<file path="src/rtl/qc_ldpc_pkg.sv">
// Shared types and constants for the QC-LDPC encoder front end.
// Holds the frame geometry, the circulant-size selector and the buffer state type,
// plus helpers that turn a circulant selector into a size or a keep mask.
package qc_ldpc_pkg;

    localparam int MAX_Z         = 81;
    localparam int NUM_INFO_BLKS = 20;

    typedef enum logic [1:0] {
        Z27  = 2'd0,
        Z54  = 2'd1,
        Z81  = 2'd2,
        ZRSV = 2'd3
    } z_sel_t;

    typedef enum logic [1:0] {
        EMPTY = 2'd0,
        FILL  = 2'd1,
        FULL  = 2'd2
    } buf_state_t;

    // The reserved selector falls back to the widest circulant.
    function automatic int z_of(input z_sel_t z);
        case (z)
            Z27:     return 27;
            Z54:     return 54;
            default: return 81;
        endcase
    endfunction

    // One bit per block position; bits at or above Z are cleared.
    function automatic logic [MAX_Z-1:0] z_mask(input z_sel_t z);
        logic [MAX_Z-1:0] m;
        for (int i = 0; i < MAX_Z; i++) begin
            m[i] = (i < z_of(z));
        end
        return m;
    endfunction

endpackage

</file>
<file path="src/rtl/qc_ldpc_frame_buf.sv">
// One frame buffer of the info loader: block storage, EMPTY/FILL/FULL state and
// the circulant selector captured on the first block of the frame.
module qc_ldpc_frame_buf
    import qc_ldpc_pkg::*;
(
    input  logic                             CLK,
    input  logic                             rst_n,
    input  logic                             wr_en,
    input  logic [4:0]                       wr_slot,
    input  logic [MAX_Z-1:0]                 wr_data,
    input  logic                             first_blk,
    input  logic                             last_blk,
    input  logic                             early_end,
    input  z_sel_t                           zsel_in,
    input  logic                             take,
    output buf_state_t                       state,
    output logic [MAX_Z*NUM_INFO_BLKS-1:0]   data,
    output z_sel_t                           z_sel
);

    logic [MAX_Z-1:0] slots [NUM_INFO_BLKS];

    // Store each written block and capture the circulant size on the first block.
    always_ff @(posedge CLK or negedge rst_n) begin
        if (!rst_n) begin
            for (int k = 0; k < NUM_INFO_BLKS; k++) begin
                slots[k] <= '0;
            end
            z_sel <= Z27;
        end else if (wr_en) begin
            slots[wr_slot] <= wr_data;
            if (first_blk) begin
                z_sel <= zsel_in;
            end
        end
    end

    // Buffer lifecycle; a write and a take never hit the same buffer in one cycle
    // because writes need a non-FULL buffer and takes need a FULL one.
    always_ff @(posedge CLK or negedge rst_n) begin
        if (!rst_n) begin
            state <= EMPTY;
        end else if (wr_en) begin
            if (last_blk) begin
                state <= FULL;
            end else if (early_end) begin
                state <= EMPTY;
            end else if (first_blk) begin
                state <= FILL;
            end
        end else if (take) begin
            state <= EMPTY;
        end
    end

    // Flatten the slots so block k sits at bits [k*MAX_Z +: MAX_Z].
    always_comb begin
        data = '0;
        for (int k = 0; k < NUM_INFO_BLKS; k++) begin
            data[k*MAX_Z +: MAX_Z] = slots[k];
        end
    end

endmodule

</file>
<file path="src/rtl/qc_ldpc_info_loader.sv">
// Info-block loader for the QC-LDPC encoder: assembles NUM_INFO_BLKS blocks into a
// frame and hands whole frames to the encoder.
// Build option QC_LDPC_LOADER_PINGPONG_EN: when defined, two buffers alternate so
// the next frame loads while the current one is consumed; otherwise one buffer.
module qc_ldpc_info_loader
    import qc_ldpc_pkg::*;
(
    input  logic                             CLK,
    input  logic                             rst_n,
    input  logic                             s_valid,
    output logic                             s_ready,
    input  logic [MAX_Z-1:0]                 s_data,
    input  logic                             s_last,
    input  logic [1:0]                       s_z_sel,
    output logic                             m_valid,
    input  logic                             m_ready,
    output logic [MAX_Z*NUM_INFO_BLKS-1:0]   m_data,
    output logic [1:0]                       m_z_sel,
    output logic                             err_len,
    output logic                             err_zsel
);

    localparam logic [4:0] LAST_BLK = 5'(NUM_INFO_BLKS - 1);

    logic [4:0]                       blk_cnt;
    logic                             beat;
    logic                             take;
    logic                             first_blk;
    logic                             final_blk;
    logic                             early_end;
    z_sel_t                           in_zsel;
    z_sel_t                           eff_zsel;
    z_sel_t                           wr_zsel;
    z_sel_t                           rd_zsel;
    buf_state_t                       wr_state;
    buf_state_t                       rd_state;
    logic [MAX_Z-1:0]                 blk_data;
    logic [MAX_Z*NUM_INFO_BLKS-1:0]   rd_data;

    assign s_ready   = (wr_state != FULL);
    assign m_valid   = (rd_state == FULL);
    assign beat      = s_valid && s_ready;
    assign take      = m_valid && m_ready;
    assign first_blk = (blk_cnt == 5'd0);
    assign final_blk = (blk_cnt == LAST_BLK);
    assign early_end = s_last && !final_blk;
    assign in_zsel   = (s_z_sel == 2'd3) ? Z81 : z_sel_t'(s_z_sel);
    assign eff_zsel  = first_blk ? in_zsel : wr_zsel;
    assign blk_data  = s_data & z_mask(eff_zsel);
    assign m_data    = rd_data;
    assign m_z_sel   = rd_zsel;

`ifdef QC_LDPC_LOADER_PINGPONG_EN
    logic                             wr_sel;
    logic                             rd_sel;
    buf_state_t                       state_a;
    buf_state_t                       state_b;
    z_sel_t                           zsel_a;
    z_sel_t                           zsel_b;
    logic [MAX_Z*NUM_INFO_BLKS-1:0]   data_a;
    logic [MAX_Z*NUM_INFO_BLKS-1:0]   data_b;

    qc_ldpc_frame_buf u_buf_a (
        .CLK       (CLK),
        .rst_n     (rst_n),
        .wr_en     (beat && !wr_sel),
        .wr_slot   (blk_cnt),
        .wr_data   (blk_data),
        .first_blk (first_blk),
        .last_blk  (final_blk),
        .early_end (early_end),
        .zsel_in   (in_zsel),
        .take      (take && !rd_sel),
        .state     (state_a),
        .data      (data_a),
        .z_sel     (zsel_a)
    );

    qc_ldpc_frame_buf u_buf_b (
        .CLK       (CLK),
        .rst_n     (rst_n),
        .wr_en     (beat && wr_sel),
        .wr_slot   (blk_cnt),
        .wr_data   (blk_data),
        .first_blk (first_blk),
        .last_blk  (final_blk),
        .early_end (early_end),
        .zsel_in   (in_zsel),
        .take      (take && rd_sel),
        .state     (state_b),
        .data      (data_b),
        .z_sel     (zsel_b)
    );

    assign wr_state = wr_sel ? state_b : state_a;
    assign wr_zsel  = wr_sel ? zsel_b  : zsel_a;
    assign rd_state = rd_sel ? state_b : state_a;
    assign rd_zsel  = rd_sel ? zsel_b  : zsel_a;
    assign rd_data  = rd_sel ? data_b  : data_a;

    // Writer moves on after a completed frame, reader after a consumed one,
    // which keeps frames leaving in the order they arrived.
    always_ff @(posedge CLK or negedge rst_n) begin
        if (!rst_n) begin
            wr_sel <= 1'b0;
            rd_sel <= 1'b0;
        end else begin
            if (beat && final_blk) begin
                wr_sel <= ~wr_sel;
            end
            if (take) begin
                rd_sel <= ~rd_sel;
            end
        end
    end
`else
    buf_state_t                       state_a;
    z_sel_t                           zsel_a;
    logic [MAX_Z*NUM_INFO_BLKS-1:0]   data_a;

    qc_ldpc_frame_buf u_buf_a (
        .CLK       (CLK),
        .rst_n     (rst_n),
        .wr_en     (beat),
        .wr_slot   (blk_cnt),
        .wr_data   (blk_data),
        .first_blk (first_blk),
        .last_blk  (final_blk),
        .early_end (early_end),
        .zsel_in   (in_zsel),
        .take      (take),
        .state     (state_a),
        .data      (data_a),
        .z_sel     (zsel_a)
    );

    assign wr_state = state_a;
    assign wr_zsel  = zsel_a;
    assign rd_state = state_a;
    assign rd_zsel  = zsel_a;
    assign rd_data  = data_a;
`endif

    // Slot counter plus registered error pulses for length and reserved-size faults.
    always_ff @(posedge CLK or negedge rst_n) begin
        if (!rst_n) begin
            blk_cnt  <= 5'd0;
            err_len  <= 1'b0;
            err_zsel <= 1'b0;
        end else begin
            err_len  <= beat && (final_blk ? !s_last : s_last);
            err_zsel <= beat && first_blk && (s_z_sel == 2'd3);
            if (beat) begin
                blk_cnt <= (final_blk || s_last) ? 5'd0 : blk_cnt + 5'd1;
            end
        end
    end

endmodule
</file>
<file path="config.mk">
export PLATFORM = sky130hd
export DESIGN_NAME = qc_ldpc_info_loader
export DESIGN_NICKNAME = d
export VERILOG_FILES = /design/src/rtl/qc_ldpc_pkg.sv /design/src/rtl/qc_ldpc_frame_buf.sv /design/src/rtl/qc_ldpc_info_loader.sv
export SDC_FILE = /design/constraint.sdc
export NUM_CORES = 2
export LEC_CHECK = 0
export ABC_AREA = 1
export ABC_CLOCK_PERIOD_IN_PS = 2600
export CAP_MARGIN = 20
export CORE_AREA = 8 8 653 655
export CTS_CLUSTER_SIZE = 12
export DETAILED_ROUTE_END_ITERATION = 8
export DIE_AREA = 0 0 661 663
export PLACE_DENSITY = 0.31
export SYNTH_ARGS = -nofsm -noshare
export SYNTH_HDL_FRONTEND = slang
export SYNTH_HIERARCHICAL = 1
export SYNTH_SLANG_ARGS = --single-unit
</file>
<file path="constraint.sdc">
create_clock -name CLK -period 2.6 [get_ports CLK]
set_input_delay 0.78 -clock CLK [delete_from_list [all_inputs] [get_ports CLK]]
set_output_delay 0.78 -clock CLK [all_outputs]
set_load 0.01 [all_outputs]
</file>
---- Yosys cells after proc, flatten, opt, wreduce, memory -nomap -nowiden ----
Cells that the tools add are included.
operators by class
  add/sub/neg operators ................... 1
  $mul .................................... 0
  divide/modulo/power cells ............... 0
  magnitude comparators ................... 83
  equal/unequal tests ..................... 6
  shifts and indexed selects .............. 0
  muxes and demuxes ....................... 13
  bitwise gates (word level) .............. 2
  reductions and logical operators ........ 14
operators with widths
  kind                                                                   number
  1620-bit bitwise mux                                                   1
  7-bit by 32-bit < comparator with 1-bit output (first input constant)  32
  8-bit by 32-bit < comparator with 1-bit output (first input constant)  17
  6-bit by 32-bit < comparator with 1-bit output (first input constant)  16
  81-bit demux with 5-bit select                                         1
  5-bit by 32-bit < comparator with 1-bit output (first input constant)  8
  4-bit by 32-bit < comparator with 1-bit output (first input constant)  4
  81-bit AND                                                             1
  81-bit two-way mux                                                     1
  3-bit by 32-bit < comparator with 1-bit output (first input constant)  2
  1-bit by 32-bit < comparator with 1-bit output (first input constant)  1
  2-bit by 32-bit < comparator with 1-bit output (first input constant)  1
  2-bit two-way mux                                                      7
  7-bit one-hot mux with 2 select lines                                  1
  1-bit logical AND                                                      7
  6-bit greater-or-equal comparator (second input constant)              1
  6-bit by 1-bit < comparator with 1-bit output (second input constant)  1
  5-bit NOT with 6-bit output                                            1
  5-bit by 1-bit adder with 5-bit output (second input constant)         1
  5-bit == test (second input constant)                                  1
  5-bit zero test                                                        1
  5-bit two-way mux                                                      1
  2-bit == test (second input constant)                                  2
  4-bit by 1-bit != test with 1-bit output (second input constant)       1
  other kinds (8)                                                        9
word-level totals
  flip-flop bits (word level) ............. 1631
  bits in latches ......................... 0
  memory bits (writable) .................. 0
  memory bits (read-only) ................. 0
  input port bits ......................... 88
  output and inout bits ................... 1626
  logic and storage cells ................. 144
  memories ................................ 0

---- Logic depth before layout (Yosys ltp) ----
  depth after elaboration ................. 8
  gate-level depth with buffers ........... 19
  gate-level depth less buffers ........... 16

---- Cells and area by module ----
Netlist, hierarchy kept.
by module, submodules not included
  module               instances  cells an instance  area each (µm²)  seq. area each (µm²)
  qc_ldpc_frame_buf    1          7097               61809.3          40639.0
  qc_ldpc_info_loader  1          196                1027.2           175.2

---- Least setup slack after synthesis ----
No wires, ideal clock.
  kind .................................... input -> register
  start point ............................. input port s_z_sel[1]
  end point ............................... register u_buf_a.slots (netlist bit u_buf_a/data[387])
  library setup time ...................... 0.066 ns
  arrival ................................. 2.567 ns
  required time ........................... 2.534 ns
  setup slack ............................. -0.034 ns
  stages .................................. 16
  buffers on the path ..................... 4
  path through ............................ inv_1 -> nand2_1 -> nand3_1 -> nand2_1 -> inv_2 -> nor2_8 -> buf_6 -> inv_1 -> ha_1 -> clkbuf_1 -> clkbuf_1 -> nand2_1 -> inv_1 -> clkbuf_1 -> nand3_1 -> nand2_1
on the way
  cells in the longest elaborated chain, start to end .. 8
  elaborated cells on any way between the ends .. 9
  those cells by class .................... 1 x order compare; 2 x eq/ne; 4 x mux; 1 x bitwise; 1 x reduce/logical
ends and longest elaborated chain
  element                                                                             line                       source
  start, declared                                                                     qc_ldpc_info_loader.sv:14  input logic [1:0] s_z_sel,
  2-bit == test                                                                       qc_ldpc_info_loader.sv:47  assign in_zsel = (s_z_sel == 2'd3) ? Z81 : z_sel_t'(s_z_sel);
  2-bit two-way mux (*)                                                               qc_ldpc_info_loader.sv:47
  2-bit two-way mux (*)                                                               --
  2-bit by 1-bit == test with 1-bit output / 2-bit zero test (equally long branches)  qc_ldpc_pkg.sv:24          case (z)
  7-bit one-hot mux with 2 select lines (*)                                           qc_ldpc_pkg.sv:24
  7-bit by 32-bit < comparator with 1-bit output (*)                                  qc_ldpc_pkg.sv:35          m[i] = (i < z_of(z));
  81-bit AND (*)                                                                      qc_ldpc_info_loader.sv:49  assign blk_data = s_data & z_mask(eff_zsel);
  named net blk_data[63]                                                              qc_ldpc_info_loader.sv:37  logic [MAX_Z-1:0] blk_data;
  1620-bit bitwise mux (*)                                                            qc_ldpc_frame_buf.sv:31    slots[wr_slot] <= wr_data;
  end signal, assigned by index                                                       qc_ldpc_frame_buf.sv:31
  end, declared                                                                       qc_ldpc_frame_buf.sv:21    logic [MAX_Z-1:0] slots [NUM_INFO_BLKS];
The timed path passes the listed nets; every way through them passes the cells marked *.
A chain may end at the register's enable or synchronous reset.

---- Final worst setup path ----
  start point ............................. register blk_cnt[1]
  end point ............................... register u_buf_a.slots (netlist bit u_buf_a/data[1478])
on the way
  cells in the longest elaborated chain, start to end .. 7
  elaborated cells on any way between the ends .. 14
  those cells by class .................... 3 x order compare; 1 x eq/ne; 5 x mux; 2 x bitwise; 3 x reduce/logical
ends and longest elaborated chain
  element                                                                             line                        source
  start, declared                                                                     qc_ldpc_info_loader.sv:25   logic [4:0] blk_cnt;
  start signal, assigned                                                              qc_ldpc_info_loader.sv:154  blk_cnt <= (final_blk || s_last) ? 5'd0 : blk_cnt + 5'd1;
  5-bit zero test (*)                                                                 qc_ldpc_info_loader.sv:44   assign first_blk = (blk_cnt == 5'd0);
  2-bit two-way mux (*)                                                               --
  2-bit by 1-bit == test with 1-bit output / 2-bit zero test (equally long branches)  qc_ldpc_pkg.sv:24
  7-bit one-hot mux with 2 select lines (*)                                           qc_ldpc_pkg.sv:24
  6-bit by 32-bit < comparator with 1-bit output (*)                                  qc_ldpc_pkg.sv:35
  81-bit AND (*)                                                                      qc_ldpc_info_loader.sv:49
  named net blk_data[20]                                                              qc_ldpc_info_loader.sv:37
  1620-bit bitwise mux (*)                                                            qc_ldpc_frame_buf.sv:31
Marks and branches as above.

==> flow_summary.html <==
<table>
<tr><th>Metric</th><th>Value</th></tr>
<tr><th colspan="2">Run status</th></tr>
<tr><td>Result of the run</td><td>finished clean</td></tr>
<tr><th colspan="2">Critical path</th></tr>
<tr><td>Reg-to-Reg End</td><td>u_buf_a/data[1478]$_DFFE_PN0P_</td></tr>
<tr><td>Critical path required time</td><td>3370 ps</td></tr>
<tr><td>Crit path launch type</td><td>flop</td></tr>
<tr><td>CP endpoint kind</td><td>flop</td></tr>
<tr><td>Worst reg-to-reg setup slack</td><td>20 ps</td></tr>
<tr><td>Critical path endpoint</td><td>u_buf_a/data[1478]$_DFFE_PN0P_</td></tr>
<tr><td>Origin of the worst setup path</td><td>blk_cnt[1]$_DFFE_PN0P_</td></tr>
<tr><td>Classification of the worst setup path</td><td>flop to flop</td></tr>
<tr><td>Worst-case reg-to-reg path depth</td><td>19</td></tr>
<tr><td>Arrival time worst endpoint</td><td>3350 ps</td></tr>
<tr><td>Critical path peak fanout</td><td>5</td></tr>
<tr><td>FF-to-FF Start</td><td>blk_cnt[1]$_DFFE_PN0P_</td></tr>
<tr><th colspan="2">Drt</th></tr>
<tr><td>Antenna-violating nets left</td><td>0</td></tr>
<tr><td>Number of design-rule violations left by the first detailed-router iteration</td><td>4380</td></tr>
<tr><td>Mean number of vias per cell</td><td>3.864</td></tr>
<tr><td>Number of remaining DRC errors</td><td>0</td></tr>
<tr><td>Wire length reported by the detailed router</td><td>453800 um</td></tr>
<tr><td>Average wire per standard cell</td><td>30.37 um</td></tr>
<tr><td>Via count</td><td>57740</td></tr>
<tr><td>Number of optimization iterations in the first detailed-route pass</td><td>7</td></tr>
<tr><th colspan="2">Timing</th></tr>
<tr><td>Min Clock Period, post-route</td><td>2581 ps</td></tr>
<tr><td>Total negative slack</td><td>0 ps</td></tr>
<tr><td>Highest clock rate</td><td>0.3874 GHz</td></tr>
<tr><td>Fin crit share</td><td>99.27%</td></tr>
<tr><td>Relative max-transition margin</td><td>29.64%</td></tr>
<tr><td>Unrepaired setup endpoints after global routing</td><td>yes</td></tr>
<tr><td>Clock Skews</td><td>72.37 ps</td></tr>
<tr><td>Measured slew at the worst slew-check pin</td><td>1054 ps</td></tr>
<tr><td>Final count of hold timing violations</td><td>0</td></tr>
<tr><td>Number of setup violations in the final report</td><td>0</td></tr>
<tr><td>Slew Viols, Final</td><td>0</td></tr>
<tr><td>Hold slack</td><td>346.2 ps</td></tr>
<tr><th colspan="2">Pwr</th></tr>
<tr><td>P_leak</td><td>57.00 nW</td></tr>
<tr><td>Worst VDD drop</td><td>554.3 uV</td></tr>
<tr><td>Design Power</td><td>85.11 mW</td></tr>
<tr><td>Cell area power density</td><td>868.9 mW/mm^2</td></tr>
<tr><th colspan="2">Global route</th></tr>
<tr><td>Maximum number of pins on one net before global-route repair</td><td>92</td></tr>
<tr><td>Global-route wire length before repair</td><td>591900 um</td></tr>
<tr><td>Global routing usage summed across all routing layers</td><td>19.84%</td></tr>
<tr><td>Initial antenna violation count</td><td>65</td></tr>
<tr><td>Total congestion overflow after global routing</td><td>0</td></tr>
<tr><td>Via count of the first global-routing pass</td><td>58550</td></tr>
<tr><th colspan="2">Place</th></tr>
<tr><td>DP Wirelength</td><td>336800 um</td></tr>
<tr><td>Final estimated routing congestion in global placement</td><td>0.8143</td></tr>
<tr><td>Cell total after placement</td><td>14540</td></tr>
<tr><td>IO buf count</td><td>1713</td></tr>
<tr><th colspan="2">Yosys</th></tr>
<tr><td>Commonest register cell after synthesis</td><td>dfrtp_1</td></tr>
<tr><td>Number of register bits inferred by synthesis</td><td>1631</td></tr>
<tr><td>Count of distinct cell types in the synthesized netlist</td><td>21</td></tr>
<tr><td>Proportion of synthesized chip area in sequential cells</td><td>64.95%</td></tr>
<tr><td>Summed instance area of the synthesized netlist</td><td>0.06284 sq mm</td></tr>
<tr><td>Number of instances in the synthesized netlist</td><td>7293</td></tr>
<tr><td>Count of yosys warnings during synthesis</td><td>6</td></tr>
<tr><td>Avg Cell Area, Syn</td><td>8.616 sq um</td></tr>
<tr><td>Share of synthesized flip-flops with an asynchronous set or reset</td><td>100.0%</td></tr>
<tr><td>Post-synth EDFFs</td><td>0</td></tr>
<tr><td>Post-synth net total</td><td>7386</td></tr>
<tr><th colspan="2">Clock tree</th></tr>
<tr><td>Number of buffers inserted during clock tree synthesis</td><td>212</td></tr>
<tr><td>Clock root buffer</td><td>clkbuf_16</td></tr>
<tr><td>Source-to-sink clock delay at the later pin of the worst-skew pair</td><td>900 ps</td></tr>
<tr><td>TritonCTS clock tree</td><td>yes</td></tr>
<tr><td>Number of levels the H-tree was split into</td><td>4</td></tr>
<tr><td>Clk sink count</td><td>1631</td></tr>
<tr><td>Clock transition at the registers of the reported paths</td><td>60 ps</td></tr>
<tr><td>Worst-case clock buffer depth</td><td>4</td></tr>
<tr><th colspan="2">Floorplan</th></tr>
<tr><td>Row cnt</td><td>237</td></tr>
<tr><td>Top-level I/O count</td><td>1714</td></tr>
<tr><td>Placeable core area</td><td>0.4154 sq mm</td></tr>
<tr><td>Die Width</td><td>661 um</td></tr>
<tr><td>Die Footprint</td><td>0.4382 sq mm</td></tr>
<tr><td>Die Y</td><td>663 um</td></tr>
<tr><td>Initial Utilization</td><td>15.13%</td></tr>
<tr><th colspan="2">Hold path</th></tr>
<tr><td>Type of the tightest min-delay check</td><td>primary input to flop</td></tr>
<tr><td>Cell depth of the worst hold path</td><td>4</td></tr>
<tr><th colspan="2">Finish</th></tr>
<tr><td>Layout cells sized above 1</td><td>12.13%</td></tr>
<tr><td>Highest-count cells in the layout ignoring fill and taps</td><td>nand2_1, dfrtp_1, dlygate4sd2_1, buf_4, nand3_1</td></tr>
<tr><td>Synthesis-to-layout area growth</td><td>55.89%</td></tr>
<tr><td>Most common library cell in the layout ignoring fill and taps</td><td>nand2_1</td></tr>
<tr><td>Final standard cell count with taps included and fillers excluded</td><td>14940</td></tr>
<tr><td>Number of nets in the final layout</td><td>9367</td></tr>
<tr><td>Fin util</td><td>23.58%</td></tr>
<tr><th colspan="2">Job</th></tr>
<tr><td>Max-cap viol count</td><td>0</td></tr>
</table>
==> routing by layer <==
metal / vias up / part of all wire [%] / track usage [%]
met5: - / 0.036 / 0
li1: 26080 / - / -
met4: 26 / 3.6 / 6.232
met1: 29150 / 40 / 23.74
met3: 455 / 7.6 / 5.604
met2: 2026 / 48 / 34.26
==> final cells by class <==
class                   count  area [sq um]
fillers                 45570        317500
diodes                      8         20.02
clock buffers             319          6279
multi-input cells        5044         20230
inverters                  85         332.8
repair buffers           2300         22580
clock inverters            58         778.2
flip-flops and latches   1631         40860
well taps                5497          6878
==> through the flow <==
stage | cell area, sq um | setup slack (ps)
after floorplan | 62840 | 44.54
after global placement | 92280 | -1272
after detailed placement | 92280 | -1204
after CTS | 97560 | -14.67
after global routing | 97940 | -120.8
final | 97960 | 18.90
==> logic make-up (layout without fill, tap and decap cells) <==
kind of cell / count (synthesis) / count (layout) / synth area share, %
flops: 1631 / 1631 / 64.95
xor+xnor: 3 / 3 / 0.04182
other cells: 0 / 8 / 0
simple gates: 5031 / 5034 / 30.88
buf+inv: 621 / 2762 / 4.006
fa+ha+maj: 5 / 5 / 0.09956
compound gates: 2 / 2 / 0.01593
==> flip-flops by register name, indices dropped and copies added, names as in the netlist <==
| register | cells |
|---|---|
| u_buf_a/data | 1620 |
| blk_cnt | 5 |
| err_zsel | 1 |
| err_len | 1 |
| u_buf_a/state | 2 |
| u_buf_a/z_sel | 2 |
==> power by group <==
part | total [mW] | internal, mW | switching [mW]
Sequential | 32.0 | 29.3 | 2.69
Combinational | 22.6 | 7.64 | 14.9
Clock | 30.5 | 18.0 | 12.5
==> worst max-delay path, stage by stage, from the launching register on <==
cell	delay [ps]
dfrtp_1	390
inv_2	90
ha_4	130
inv_2	40
nor2_4	130
nand2_2	90
nand2_2	100
nand2_4	60
inv_4	80
nor2_8	40
inv_2	70
ha_4	150
nand3_4	190
buf_12	220
nand2_4	60
clkinvlp_4	100
buf_12	160
clkbuf_16	190
nand2_2	70
nand2_1	50
==> worst min path at each step <==
stage,start,end,slack (ps)
finish,s_data[5],u_buf_a/data[248]$_DFFE_PN0P_,350
detailed placement,u_buf_a/data[1165]$_DFFE_PN0P_,u_buf_a/data[1165]$_DFFE_PN0P_,460
global route,s_data[5],u_buf_a/data[491]$_DFFE_PN0P_,290
CTS,s_data[5],u_buf_a/data[491]$_DFFE_PN0P_,230
floorplan,u_buf_a/state[1]$_DFFE_PN0P_,u_buf_a/state[1]$_DFFE_PN0P_,440
global placement,u_buf_a/data[808]$_DFFE_PN0P_,u_buf_a/data[808]$_DFFE_PN0P_,450
==> synthesized netlist by cell type (2+ instances only) <==
cell type  number  share of area (%)
buf_1          12              0.072
nand2_1      4610                 28
inv_1          83               0.50
nor2_2         23               0.23
buf_2         134                1.1
o21ai_0         2              0.016
nand2_2         2              0.020
nor2_1         50               0.30
nand3_1       342                2.7
ha_1            5               0.10
dfrtp_1      1631                 65
xnor2_1         2              0.028
nand3_2         2              0.032
clkbuf_1      388                2.3
==> what timing repair did <==
action | 4_1_cts | 5_1_grt
gates cloned | 1 | 8
hold buffers | 1 | 0
resized for setup | 1808 | 56
buffers inserted | 4 | 5
hold endpoints to repair | 8 | 0
pin swaps | 4 | 33
setup endpoints to repair | 1738 | 292
Note: power is estimated with default switching activity, not from simulation.
